File: src/rtl/food_if.sv
// ----------------------------------------------------------------------------
// food_if : signal bundle between the snake game controller and food_unit.
//   master modport : game controller side (drives game_state, move_tick,
//                    head_x/head_y, occ; receives query/food/eat signals)
//   slave modport  : food_unit side (the mirror image)
// Signals:
//   game_state  2-bit shared game state (00 play, 01 pause, 10 restart, 11 over)
//   move_tick   one-cycle strobe, head_x/head_y just updated
//   head_x/y    snake head position
//   occ         body occupancy answer for the last query
//   query_valid one-cycle occupancy query strobe, cand_x/cand_y = cell asked
//   food_valid  food placed and live at food_x/food_y
//   get_food    one-cycle eat pulse for the score stage
// ----------------------------------------------------------------------------
interface food_if #(
   parameter int X_W = 6,
   parameter int Y_W = 5
);
   logic [1:0]     game_state;
   logic           move_tick;
   logic [X_W-1:0] head_x;
   logic [Y_W-1:0] head_y;
   logic           occ;
   logic           query_valid;
   logic [X_W-1:0] cand_x;
   logic [Y_W-1:0] cand_y;
   logic           food_valid;
   logic [X_W-1:0] food_x;
   logic [Y_W-1:0] food_y;
   logic           get_food;

   modport master (
      output game_state, move_tick, head_x, head_y, occ,
      input  query_valid, cand_x, cand_y, food_valid, food_x, food_y, get_food
   );

   modport slave (
      input  game_state, move_tick, head_x, head_y, occ,
      output query_valid, cand_x, cand_y, food_valid, food_x, food_y, get_food
   );
endinterface

File: src/rtl/food_unit.sv
// ----------------------------------------------------------------------------
// food_unit : snake-game food manager.
//   Draws pseudo-random candidate cells from a 16-bit LFSR, asks the body
//   store whether each in-grid candidate is occupied (one-cycle query), arms
//   the first free cell that is not the head, and emits a one-cycle get_food
//   when the head lands on the food during a move tick while playing.
// Ports:
//   clk  system clock
//   rst  asynchronous active-high reset
//   bus  food_if.slave (game_state, move_tick, head_x/y, occ in;
//        query_valid, cand_x/y, food_valid, food_x/y, get_food out)
// ----------------------------------------------------------------------------
module food_unit #(
   parameter int          GRID_W    = 40,
   parameter int          GRID_H    = 30,
   parameter int          X_W       = 6,
   parameter int          Y_W       = 5,
   parameter logic [15:0] LFSR_SEED = 16'hACE1
) (
   input logic   clk,
   input logic   rst,
   food_if.slave bus
);

   typedef enum logic [1:0] {
      ST_IDLE  = 2'd0,
      ST_PLACE = 2'd1,
      ST_CHECK = 2'd2,
      ST_ARMED = 2'd3
   } state_t;

   localparam logic [1:0]   GS_PLAY    = 2'b00;
   localparam logic [1:0]   GS_RESTART = 2'b10;
   // one extra bit so a grid size equal to 2**W still compares correctly
   localparam logic [X_W:0] GRID_W_L   = GRID_W[X_W:0];
   localparam logic [Y_W:0] GRID_H_L   = GRID_H[Y_W:0];

   state_t         r_state;
   state_t         w_next_state;
   logic [15:0]    r_lfsr;
   logic [15:0]    w_lfsr_next;
   logic [X_W-1:0] w_lfsr_x;
   logic [Y_W-1:0] w_lfsr_y;
   logic           w_in_grid;
   logic           w_play;
   logic           w_restart;
   logic           w_reject;
   logic           w_eat;

   logic           r_query_valid, w_query_valid;
   logic [X_W-1:0] r_cand_x,      w_cand_x;
   logic [Y_W-1:0] r_cand_y,      w_cand_y;
   logic           r_food_valid,  w_food_valid;
   logic [X_W-1:0] r_food_x,      w_food_x;
   logic [Y_W-1:0] r_food_y,      w_food_y;
   logic           r_get_food,    w_get_food;

   // Fibonacci LFSR, taps 16,14,13,11 (bits 15,13,12,10)
   assign w_lfsr_next = {r_lfsr[14:0], r_lfsr[15] ^ r_lfsr[13] ^ r_lfsr[12] ^ r_lfsr[10]};
   assign w_lfsr_x    = r_lfsr[X_W-1:0];
   assign w_lfsr_y    = r_lfsr[8+Y_W-1:8];
   assign w_in_grid   = ({1'b0, w_lfsr_x} < GRID_W_L) && ({1'b0, w_lfsr_y} < GRID_H_L);
   assign w_play      = (bus.game_state == GS_PLAY);
   assign w_restart   = (bus.game_state == GS_RESTART);
   // a candidate under the head is rejected even if the body store says free
   assign w_reject    = bus.occ || ((r_cand_x == bus.head_x) && (r_cand_y == bus.head_y));
   assign w_eat       = bus.move_tick && (bus.head_x == r_food_x) && (bus.head_y == r_food_y);

   // State, LFSR and registered outputs
   always_ff @(posedge clk or posedge rst) begin
      if (rst) begin
         r_state       <= ST_IDLE;
         r_lfsr        <= LFSR_SEED;
         r_query_valid <= 1'b0;
         r_cand_x      <= '0;
         r_cand_y      <= '0;
         r_food_valid  <= 1'b0;
         r_food_x      <= '0;
         r_food_y      <= '0;
         r_get_food    <= 1'b0;
      end else begin
         r_state       <= w_next_state;
         r_lfsr        <= w_lfsr_next;
         r_query_valid <= w_query_valid;
         r_cand_x      <= w_cand_x;
         r_cand_y      <= w_cand_y;
         r_food_valid  <= w_food_valid;
         r_food_x      <= w_food_x;
         r_food_y      <= w_food_y;
         r_get_food    <= w_get_food;
      end
   end

   // Next-state logic; restart wins over everything, pause/over freezes
   always_comb begin
      w_next_state = r_state;
      if (w_restart) begin
         w_next_state = ST_IDLE;
      end else begin
         case (r_state)
            ST_IDLE: begin
               if (w_play) w_next_state = ST_PLACE;
               else        w_next_state = ST_IDLE;
            end
            ST_PLACE: begin
               if (w_play && w_in_grid) w_next_state = ST_CHECK;
               else                     w_next_state = ST_PLACE;
            end
            ST_CHECK: begin
               if (!w_play)       w_next_state = ST_CHECK;
               else if (w_reject) w_next_state = ST_PLACE;
               else               w_next_state = ST_ARMED;
            end
            ST_ARMED: begin
               if (w_play && w_eat) w_next_state = ST_PLACE;
               else                 w_next_state = ST_ARMED;
            end
            default: w_next_state = ST_IDLE;
         endcase
      end
   end

   // Next values of the registered outputs; pulses default low, data holds
   always_comb begin
      w_query_valid = 1'b0;
      w_get_food    = 1'b0;
      w_cand_x      = r_cand_x;
      w_cand_y      = r_cand_y;
      w_food_valid  = r_food_valid;
      w_food_x      = r_food_x;
      w_food_y      = r_food_y;
      if (w_restart) begin
         w_food_valid = 1'b0;
      end else begin
         case (r_state)
            ST_PLACE: begin
               if (w_play && w_in_grid) begin
                  w_cand_x      = w_lfsr_x;
                  w_cand_y      = w_lfsr_y;
                  w_query_valid = 1'b1;
               end else begin
                  w_query_valid = 1'b0;
               end
            end
            ST_CHECK: begin
               if (w_play && !w_reject) begin
                  w_food_x     = r_cand_x;
                  w_food_y     = r_cand_y;
                  w_food_valid = 1'b1;
               end else begin
                  w_food_valid = r_food_valid;
               end
            end
            ST_ARMED: begin
               if (w_play && w_eat) begin
                  w_get_food   = 1'b1;
                  w_food_valid = 1'b0;
               end else begin
                  w_get_food   = 1'b0;
               end
            end
            default: begin
               w_get_food = 1'b0;
            end
         endcase
      end
   end

   assign bus.query_valid = r_query_valid;
   assign bus.cand_x      = r_cand_x;
   assign bus.cand_y      = r_cand_y;
   assign bus.food_valid  = r_food_valid;
   assign bus.food_x      = r_food_x;
   assign bus.food_y      = r_food_y;
   assign bus.get_food    = r_get_food;

endmodule

File: src/flat_wrapper.sv
// flat-port wrapper written by rule: the top's interface ports become plain ports
module food_unit_flat 
#(
   parameter int          GRID_W    = 40,
   parameter int          GRID_H    = 30,
   parameter int          X_W       = 6,
   parameter int          Y_W       = 5,
   parameter logic [15:0] LFSR_SEED = 16'hACE1
)
  (clk, rst, bus_game_state, bus_move_tick, bus_head_x, bus_head_y, bus_occ, bus_query_valid, bus_cand_x, bus_cand_y, bus_food_valid, bus_food_x, bus_food_y, bus_get_food);
  food_if #(.X_W(X_W), .Y_W(Y_W)) bus_i ();
  input logic clk;
  input logic rst;
  input wire logic [$bits(bus_i.game_state)-1:0] bus_game_state;
  input wire logic [$bits(bus_i.move_tick)-1:0] bus_move_tick;
  input wire logic [$bits(bus_i.head_x)-1:0] bus_head_x;
  input wire logic [$bits(bus_i.head_y)-1:0] bus_head_y;
  input wire logic [$bits(bus_i.occ)-1:0] bus_occ;
  output wire logic [$bits(bus_i.query_valid)-1:0] bus_query_valid;
  output wire logic [$bits(bus_i.cand_x)-1:0] bus_cand_x;
  output wire logic [$bits(bus_i.cand_y)-1:0] bus_cand_y;
  output wire logic [$bits(bus_i.food_valid)-1:0] bus_food_valid;
  output wire logic [$bits(bus_i.food_x)-1:0] bus_food_x;
  output wire logic [$bits(bus_i.food_y)-1:0] bus_food_y;
  output wire logic [$bits(bus_i.get_food)-1:0] bus_get_food;
  assign bus_i.game_state = bus_game_state;
  assign bus_i.move_tick = bus_move_tick;
  assign bus_i.head_x = bus_head_x;
  assign bus_i.head_y = bus_head_y;
  assign bus_i.occ = bus_occ;
  assign bus_query_valid = bus_i.query_valid;
  assign bus_cand_x = bus_i.cand_x;
  assign bus_cand_y = bus_i.cand_y;
  assign bus_food_valid = bus_i.food_valid;
  assign bus_food_x = bus_i.food_x;
  assign bus_food_y = bus_i.food_y;
  assign bus_get_food = bus_i.get_food;
  food_unit #(.GRID_W(GRID_W), .GRID_H(GRID_H), .X_W(X_W), .Y_W(Y_W), .LFSR_SEED(LFSR_SEED)) u_core (.clk(clk), .rst(rst), .bus(bus_i));
endmodule
File: config.mk
export PLATFORM = sky130hd
export DESIGN_NAME = food_unit_flat
export DESIGN_NICKNAME = d
export VERILOG_FILES = /design/src/rtl/food_if.sv /design/src/rtl/food_unit.sv /design/src/flat_wrapper.sv
export SDC_FILE = /design/constraint.sdc
export NUM_CORES = 1
export LEC_CHECK = 0
export CORE_MARGIN = 2
export CORE_UTILIZATION = 54
export CTS_BUF_LIST = sky130_fd_sc_hd__clkbuf_16
export DETAILED_ROUTE_END_ITERATION = 10
export PLACE_DENSITY = 0.93
export REMOVE_ABC_BUFFERS = 1
export SYNTH_ARGS = -nofsm -noshare
export SYNTH_HDL_FRONTEND = slang
export SYNTH_SLANG_ARGS = --single-unit
File: constraint.sdc
create_clock -name clk -period 3.4 [get_ports clk]
set_input_delay 1.02 -clock clk [delete_from_list [all_inputs] [get_ports clk]]
set_output_delay 1.02 -clock clk [all_outputs]
set_load 0.01 [all_outputs]
* Word-level counts from Yosys, hierarchy flattened
Cells that the tools add are included.
** Storage, ports and cells
- Register bits after elaboration :: 43
- Bits of input ports :: 17
- Output and inout bits :: 25
- Word-level logic and storage cells :: 57
** Cells by class
- $lt $le $gt $ge :: 2
- Equal/unequal tests :: 10
- Mux-type cells :: 17
- Bitwise operators :: 4
- Reductions and logical operators :: 15
** Operators by type and width (count)
- $eq A6 B6 Y1 :: 2
- $eq A5 B5 Y1 :: 2
- $mux W1 :: 10
- $mux W2 :: 5
- $reduce_and A3 Y1 :: 3
- $pmux W2 S4 :: 1
- $logic_and A1 B1 Y1 :: 7
- $eq A2 B2 Y1 const B :: 3
- $lt A6 B6 Y1 const B :: 1
- $ne A3 B1 Y1 const B :: 2
- $lt A5 B5 Y1 const B :: 1
- $logic_not A2 Y1 :: 2
- $reduce_bool A3 Y1 :: 1
- $xor A1 B1 Y1 :: 3
- $eq A2 B1 Y1 const B :: 1
- $pmux W1 S2 :: 1
- $logic_not A1 Y1 :: 1
- $logic_or A1 B1 Y1 :: 1
- $not A1 Y1 :: 1

* Longest topological paths before layout
Gate-level depths: netlist (run 1).
- Depth after elaboration :: 8
- Gate-level depth with buffers :: 6
- Mapped depth without buffers :: 5

* Worst setup path after synthesis (run 1)
No wires, ideal clock.
- Kind :: input to register
- Start point :: input port bus_game_state[1]
- End point :: register u_core.r_cand_x[0], in the netlist u_core.bus.cand_x[0]
- Setup time :: 0.125 ns
- Data arrival time :: 2.024 ns
- Path slack :: 1.251 ns
- Stages :: 6
- Buffers on the path :: 1
- Cells stage by stage :: nor2_1 nand4b_1 a41o_2 inv_4 buf_12 mux2_4
** On the way
- Longest elaborated chain between the ends :: 3
** RTL lines
- from (decl) :: line flat_wrapper.sv:14 : input wire logic [$bits(bus_i.game_state)-1:0] bus_game_state;
- $eq A2 B2 Y1 / $logic_not A2 Y1 (equally long branches) :: line food_unit.sv:64, food_unit.sv:63
- $not A1 Y1 (no source line) / $logic_and A1 B1 Y1 (equally long branches)
- $reduce_and A3 Y1 (no source line) *
- to (signal assigned) :: line food_unit.sv:85 : r_cand_x <= w_cand_x;
- to (decl) :: line food_unit.sv:51 : logic [X_W-1:0] r_cand_x, w_cand_x;
Every way passes the cells marked *; elsewhere a longest branch is shown, timed or not.
A chain may end at the register's enable or synchronous reset.

* Worst setup path in the final report (run 1)
- Start point :: input port bus_game_state[1]
- End point :: register u_core.r_cand_y[2], in the netlist u_core.bus.cand_y[2]
** On the way
- Longest elaborated chain between the ends :: 3
** RTL lines
- $eq A2 B2 Y1 / $logic_not A2 Y1 (equally long branches) :: line food_unit.sv:64, food_unit.sv:63
- $not A1 Y1 (no source line) / $logic_and A1 B1 Y1 (equally long branches)
- $reduce_and A3 Y1 (no source line) *
- to (signal assigned) :: line food_unit.sv:86 : r_cand_y <= w_cand_y;
- to (decl) :: line food_unit.sv:52 : logic [Y_W-1:0] r_cand_y, w_cand_y;
Marked as above.

==> impl_metrics.json, run 1 <==
{
  "finalHoldViolations": 0,
  "grt_pass1_wl_um": 8150,
  "synth_top_cell_area_share": 0.428,
  "ys_dominant_reg_cell": "dfrtp_1",
  "design_area_sq_mm": 0.00264,
  "syn_avg_cell_area_sq_um": 12.0,
  "yosysTopAreaCell": "dfrtp_1",
  "clock_latency_ns": 0.29,
  "portBuffers": 41,
  "critPathMaxFanout": 11,
  "clockRootBuffer": "clkbuf_16",
  "n_antenna_cell": 0,
  "die_h_um": 65.5,
  "post-cts-setup-buffers": 0,
  "drt_wl_total_um": 4990,
  "vdd_drop_max_v": 0.000362,
  "grt_util_met1": 0.330,
  "drv_cap": 0,
  "syn-cell-area_sq_mm": 0.00204,
  "yosys.cell_count.top_type": "dfrtp_1",
  "io_pins": 42,
  "status": "completed",
  "drive_above_1_share": 0.148,
  "p_per_area_mw_per_mm2": 473,
  "clk_pin_slew_ns": 0.06,
  "drt_iter0_drc": 133,
  "antenna_found_initial": 0,
  "finClkSkew_ns": 0.00605,
  "drtAntennaViolNets": 0,
  "worstPathRequired_ns": 3.58,
  "cts_tree": "yes",
  "die_w_um": 65.5,
  "yosysSeqAreaShare": 0.531,
  "crit_type": "in2reg",
  "period_minus_slack_ns": 2.51,
  "ys_warn_count": 0,
  "rsz0062_at_grt": "false",
  "grt_max_degree": 44,
  "ys_ff_latch": 43,
  "die_area_sq_mm": 0.00429,
  "slowest_delay_ns": 0.50,
  "fin_setup_tns_ns": 0,
  "timing.final.ws_setup_ns": 0.893,
  "max_freq_mhz": 399,
  "drt_pass1_iterations": 4,
  "synthArstFlopShare": 1.00,
  "slew_headroom": 0.647,
  "critPathCaptureType": "flop",
  "clock-sinks": 43,
  "ys_types": 36,
  "vias": 1572,
  "crit_chain": "clkdlybuf4s50_1, nor2_1, nand4b_1, a41o_2, inv_4, mux2_2",
  "cpMaxStageDelayCell": "clkdlybuf4s50_1",
  "area_growth_pct": 29.2,
  "worst_pin_slew_ns": 0.530,
  "dp_hpwl_um": 3350,
  "ys_top_cells_by_area": "dfrtp_1, dfstp_2, xnor2_1, xor2_1, a41oi_1",
  "start_util": 0.558,
  "hp-class": "reg2reg",
  "netlist_instances": 170,
  "busiest_layer": "met2",
  "cp.arrival_ns": 2.69,
  "leakagePower_nw": 1.09,
  "core-area_sq_mm": 0.00366,
  "rows": 22,
  "drv_slew": 0,
  "crit_buf_inv": 2,
  "final_nets": 232,
  "cp_top_family": "buffers and inverters",
  "met2_usage": 0.436,
  "timing.final.setup_violations": 0,
  "gp_congestion": 0.961,
  "synth_edf_count": 0,
  "pre_cts_ws_ns": 0.617,
  "htreeDepth": 2,
  "grt_pass1_vias": 1631,
  "hold_buffers": 0,
  "fin_crit_sh": 0.737,
  "grt_use_met3": 0.0634,
  "drt-vias-per-instance": 5.95,
  "cts_max_path_buffers": 2,
  "grt_usage": 0.261,
  "cp-start-kind": "primary input",
  "avgRoutedWirePerCell_um": 18.9,
  "synth_common_cells": "dfrtp_1, nand2_1, xnor2_1",
  "postCtsResizedCells": 0,
  "remaining_drc_errors": 0,
  "postPlaceCellArea_sq_mm": 0.00250,
  "cts_made_buffers": 5,
  "grt-ovfl-total": 0
}
## metal layers
layer / vias up / wire (um)
li1: 710 / -
met1: 776 / 2040
met2: 68 / 2510
met3: 18 / 325
met4: 0 / 116
met5: - / 0
## flip-flops by register name, summed over array words and instances (netlist names)
register,count
u_core.bus.food_valid,1
u_core.bus.cand_x,6
u_core.r_state,2
u_core.bus.query_valid,1
u_core.r_lfsr,16
u_core.bus.get_food,1
u_core.bus.food_y,5
u_core.bus.cand_y,5
u_core.bus.food_x,6
## area by class of cell
type / instances / area, sq um
clock buffer: 5 / 125
sequential: 43 / 1090
fill: 262 / 1020
tap: 48 / 60.1
timing repair buffer: 46 / 448
multi-input combinational: 114 / 881
inverter: 5 / 21.3
clock inverter: 3 / 20.0
## metrics by stage
step	power, mW	util	instances	hold slack [ns]
floorplan	0.681	-	162	0.333
global route	1.30	0.721	264	0.366
CTS	1.25	0.721	264	0.361
detailed placement	0.781	0.682	256	0.348
finish	1.25	0.721	264	0.360
global placement	0.778	0.682	256	0.338
## worst paths after layout
path                                        end               from  slack (ns)  cells after the start
min in group asynchronous     u_core.r_lfsr[12]                rst        1.17                      3
hold reg to reg                u_core.r_lfsr[7]   u_core.r_lfsr[6]        0.36                      0
setup reg to reg           u_core.bus.cand_y[2]   u_core.r_lfsr[3]        1.64                      5
max in group asynchronous      u_core.r_lfsr[7]                rst        1.87                      3
setup / recovery           u_core.bus.cand_y[2]  bus_game_state[1]        0.89                      6
hold / removal                 u_core.r_lfsr[7]   u_core.r_lfsr[6]        0.36                      0
## power by group
| part | total, mW | switching (mW) | internal, mW |
|---|---|---|---|
| logic | 0.205 | 0.100 | 0.104 |
| registers | 0.575 | 0.0370 | 0.538 |
| clock network | 0.471 | 0.200 | 0.270 |
## cell usage in the layout (no fill, tap or decap)
| master | instances |
|---|---|
| a21boi_0 | 11 |
| a41o_2 | 1 |
| a41oi_1 | 11 |
| and2_1 | 1 |
| and3_1 | 1 |
| and4_1 | 1 |
| buf_4 | 5 |
| clkbuf_16 | 5 |
| clkdlybuf4s50_1 | 41 |
| clkinv_1 | 1 |
| clkinv_4 | 1 |
| clkinvlp_4 | 1 |
| dfrtp_1 | 35 |
| dfstp_2 | 8 |
| inv_1 | 4 |
| inv_4 | 1 |
| mux2_1 | 2 |
| mux2_2 | 1 |
| mux2_4 | 6 |
| nand2_1 | 14 |
| nand2b_1 | 1 |
| nand4_1 | 7 |
| nand4b_1 | 1 |
| nor2_1 | 3 |
| nor2b_1 | 2 |
| nor3_1 | 1 |
| nor3b_1 | 1 |
| nor4_1 | 2 |
| nor4_4 | 2 |
| nor4b_2 | 1 |
| o211ai_1 | 1 |
| o21ai_0 | 3 |
| o21ai_1 | 11 |
| o22a_1 | 2 |
| o22ai_1 | 1 |
| o31ai_1 | 1 |
| xnor2_1 | 13 |
| xor2_1 | 12 |
## worst register-to-register path, stage by stage (launching register included)
cell and delay (ns):
dfrtp_1 0.41, o21ai_0 0.23, nand4b_1 0.19, a41o_2 0.32, inv_4 0.16, mux2_2 0.35
## logic make-up (layout without fill, tap and decap cells)
group	count (synthesis)	count (layout)	share of synthesized area
buffers and inverters	13	59	0.0379
AOI/OAI and AO/OA	42	42	0.146
muxes	9	9	0.0606
xor gates and xnor gates	25	25	0.107
DFF	43	43	0.531
and+or+nand+nor	38	38	0.117
Power figures use the tool's default switching activity.
==> inputs of run 2 (changes only) <==
Settings changed: CORE_UTILIZATION 54 to 51, PLACE_DENSITY 0.93 to 0.89.
Clock period 3.4 ns to 2.56 ns, I/O delays scaled along.
==> run 2 against run 1 <==
  * Routed wire length is 5.2% higher
  * Clock-buffer cell count stayed put
  * First-iteration DRC count is 20% higher
  * Register-to-register slack worse by 0.84 ns
  * Clock power is 53% higher
  * Critical path depth stayed put
  * Sequential cell count stayed put
  * Combinational power is 37% higher
  * Critical endpoint is now u_core.bus.food_x[5]
==> impl_metrics.json, run 2 (synthesis gave the netlist of run 1 again) <==
{
  "status": "completed",
  "p_seq_frac": 0.433,
  "cp-start-kind": "primary input",
  "regArea_sq_mm": 0.00109,
  "clkPwrFrac": 0.408,
  "multi_input_area_sq_um": 881,
  "avgRoutedWirePerCell_um": 19.1,
  "clockRootBuffer": "clkbuf_16",
  "dp_hpwl_um": 3750,
  "drt_pass1_iterations": 4,
  "post-cts-setup-buffers": 0,
  "timing.final.setup_violations": 0,
  "drv_slew": 0,
  "grt_max_degree": 44,
  "core-area_sq_mm": 0.00391,
  "layout_commonest_cell": "clkdlybuf4s50_1",
  "critPathMaxFanout": 7,
  "final_nets": 241,
  "drt_iter0_drc": 159,
  "fin_setup_tns_ns": 0,
  "n_fill_cell": 296,
  "leakagePower_nw": 1.16,
  "largest_reg_flops": 16,
  "clock_latency_ns": 0.29,
  "period_minus_slack_ns": 2.27,
  "max_freq_mhz": 440,
  "clock-sinks": 43,
  "clk_pin_slew_ns": 0.06,
  "rsz0062_at_grt": "false",
  "grt_usage": 0.257,
  "io_pins": 42,
  "htreeDepth": 2,
  "crit_type": "in2reg",
  "finClkSkew_ns": 0.00648,
  "p_int_mw": 1.32,
  "vias": 1632,
  "p_sw_frac": 0.254,
  "gp_congestion": 0.919,
  "cts_tree": "yes",
  "whs_ns": 0.355,
  "remaining_drc_errors": 0,
  "drt_wl_total_um": 5250,
  "slew_headroom": 0.646,
  "largest_register": "u_core.r_lfsr",
  "grt_pass1_vias": 1569,
  "antenna_found_initial": 0,
  "hold_buffers": 0,
  "drt-vias-per-instance": 5.93,
  "final_cell_mix": "clkdlybuf4s50_1, dfrtp_1, nand2_1, xnor2_1, buf_4",
  "die_area_sq_mm": 0.00453,
  "start_util": 0.522,
  "postCtsResizedCells": 0,
  "drtAntennaViolNets": 0,
  "worstPathRequired_ns": 2.72,
  "grt-ovfl-total": 0,
  "grt_pass1_wl_um": 8210,
  "area_growth_pct": 34.3,
  "cp.arrival_ns": 2.43,
  "n_antenna_cell": 0,
  "p_per_area_mw_per_mm2": 643,
  "fin_crit_sh": 0.887,
  "critPathCaptureType": "flop",
  "rows": 23,
  "drive_above_1_share": 0.182,
  "die_h_um": 67.3,
  "hp-class": "reg2reg",
  "finalHoldViolations": 0,
  "net-switching-power_mw": 0.448,
  "combPwrFrac": 0.159,
  "die_w_um": 67.3,
  "drv_cap": 0,
  "cts_max_path_buffers": 2,
  "portBuffers": 41,
  "cts_made_buffers": 5,
  "worst_pin_slew_ns": 0.531,
  "vdd_drop_max_v": 0.000664
}
-- run 2: layer usage --
layer	track usage	share of wire	routed length, um	vias to the layer above
li1	-	-	-	729
met1	0.351	0.42	2220	795
met2	0.387	0.47	2490	92
met3	0.0617	0.070	369	16
met4	0.125	0.033	172	0
met5	0	0	0	-
-- run 2: per-stage QoR --
stage                     power [mW]  std cells  cell area [sq um]   util  setup WS, ns
final                           1.77        275               2750  0.701         0.290
after global routing            1.83        275               2750  0.701         0.168
after CTS                       1.77        275               2750  0.701         0.316
after detailed placement        1.05        267               2580  0.659        0.0138
after global placement          1.05        267               2580  0.659         0.101
after floorplan                0.905        162               1990      -         0.231
-- run 2: area by class of cell --
type | count | area share
sequential | 43 | 0.396
tap | 50 | 0.0228
clock inverter | 3 | 0.0150
multi-input combinational | 114 | 0.321
clock buffer | 5 | 0.0456
timing repair buffer | 55 | 0.192
inverter | 5 | 0.00775
-- run 2: worst paths after layout --
path / from / to / slack, ns / cells after the start
min reg2reg: u_core.r_lfsr[14] / u_core.r_lfsr[15] / 0.36 / 0
max: bus_game_state[1] / u_core.bus.food_x[5] / 0.29 / 6
max in group asynchronous: rst / u_core.r_lfsr[10] / 1.27 / 3
min: u_core.r_lfsr[14] / u_core.r_lfsr[15] / 0.36 / 0
min in group asynchronous: rst / u_core.r_lfsr[1] / 0.91 / 3
max reg2reg: u_core.r_state[0] / u_core.bus.food_x[5] / 0.80 / 5
-- run 2: power groups by stage --
stage               clock [mW]  sequential (mW)  combinational (mW)
global placement             0            0.774               0.273
floorplan                    0            0.771               0.133
CTS                      0.729            0.764               0.281
global route             0.756            0.768               0.303
finish                   0.720            0.765               0.281
detailed placement           0            0.773               0.278
-- run 2: worst max-delay path, stage by stage --
cell	delay [ns]
clkdlybuf4s50_1	0.50
nor4b_2	0.49
buf_4	0.24
a21boi_0	0.10
a41oi_1	0.22
o21ai_1	0.11
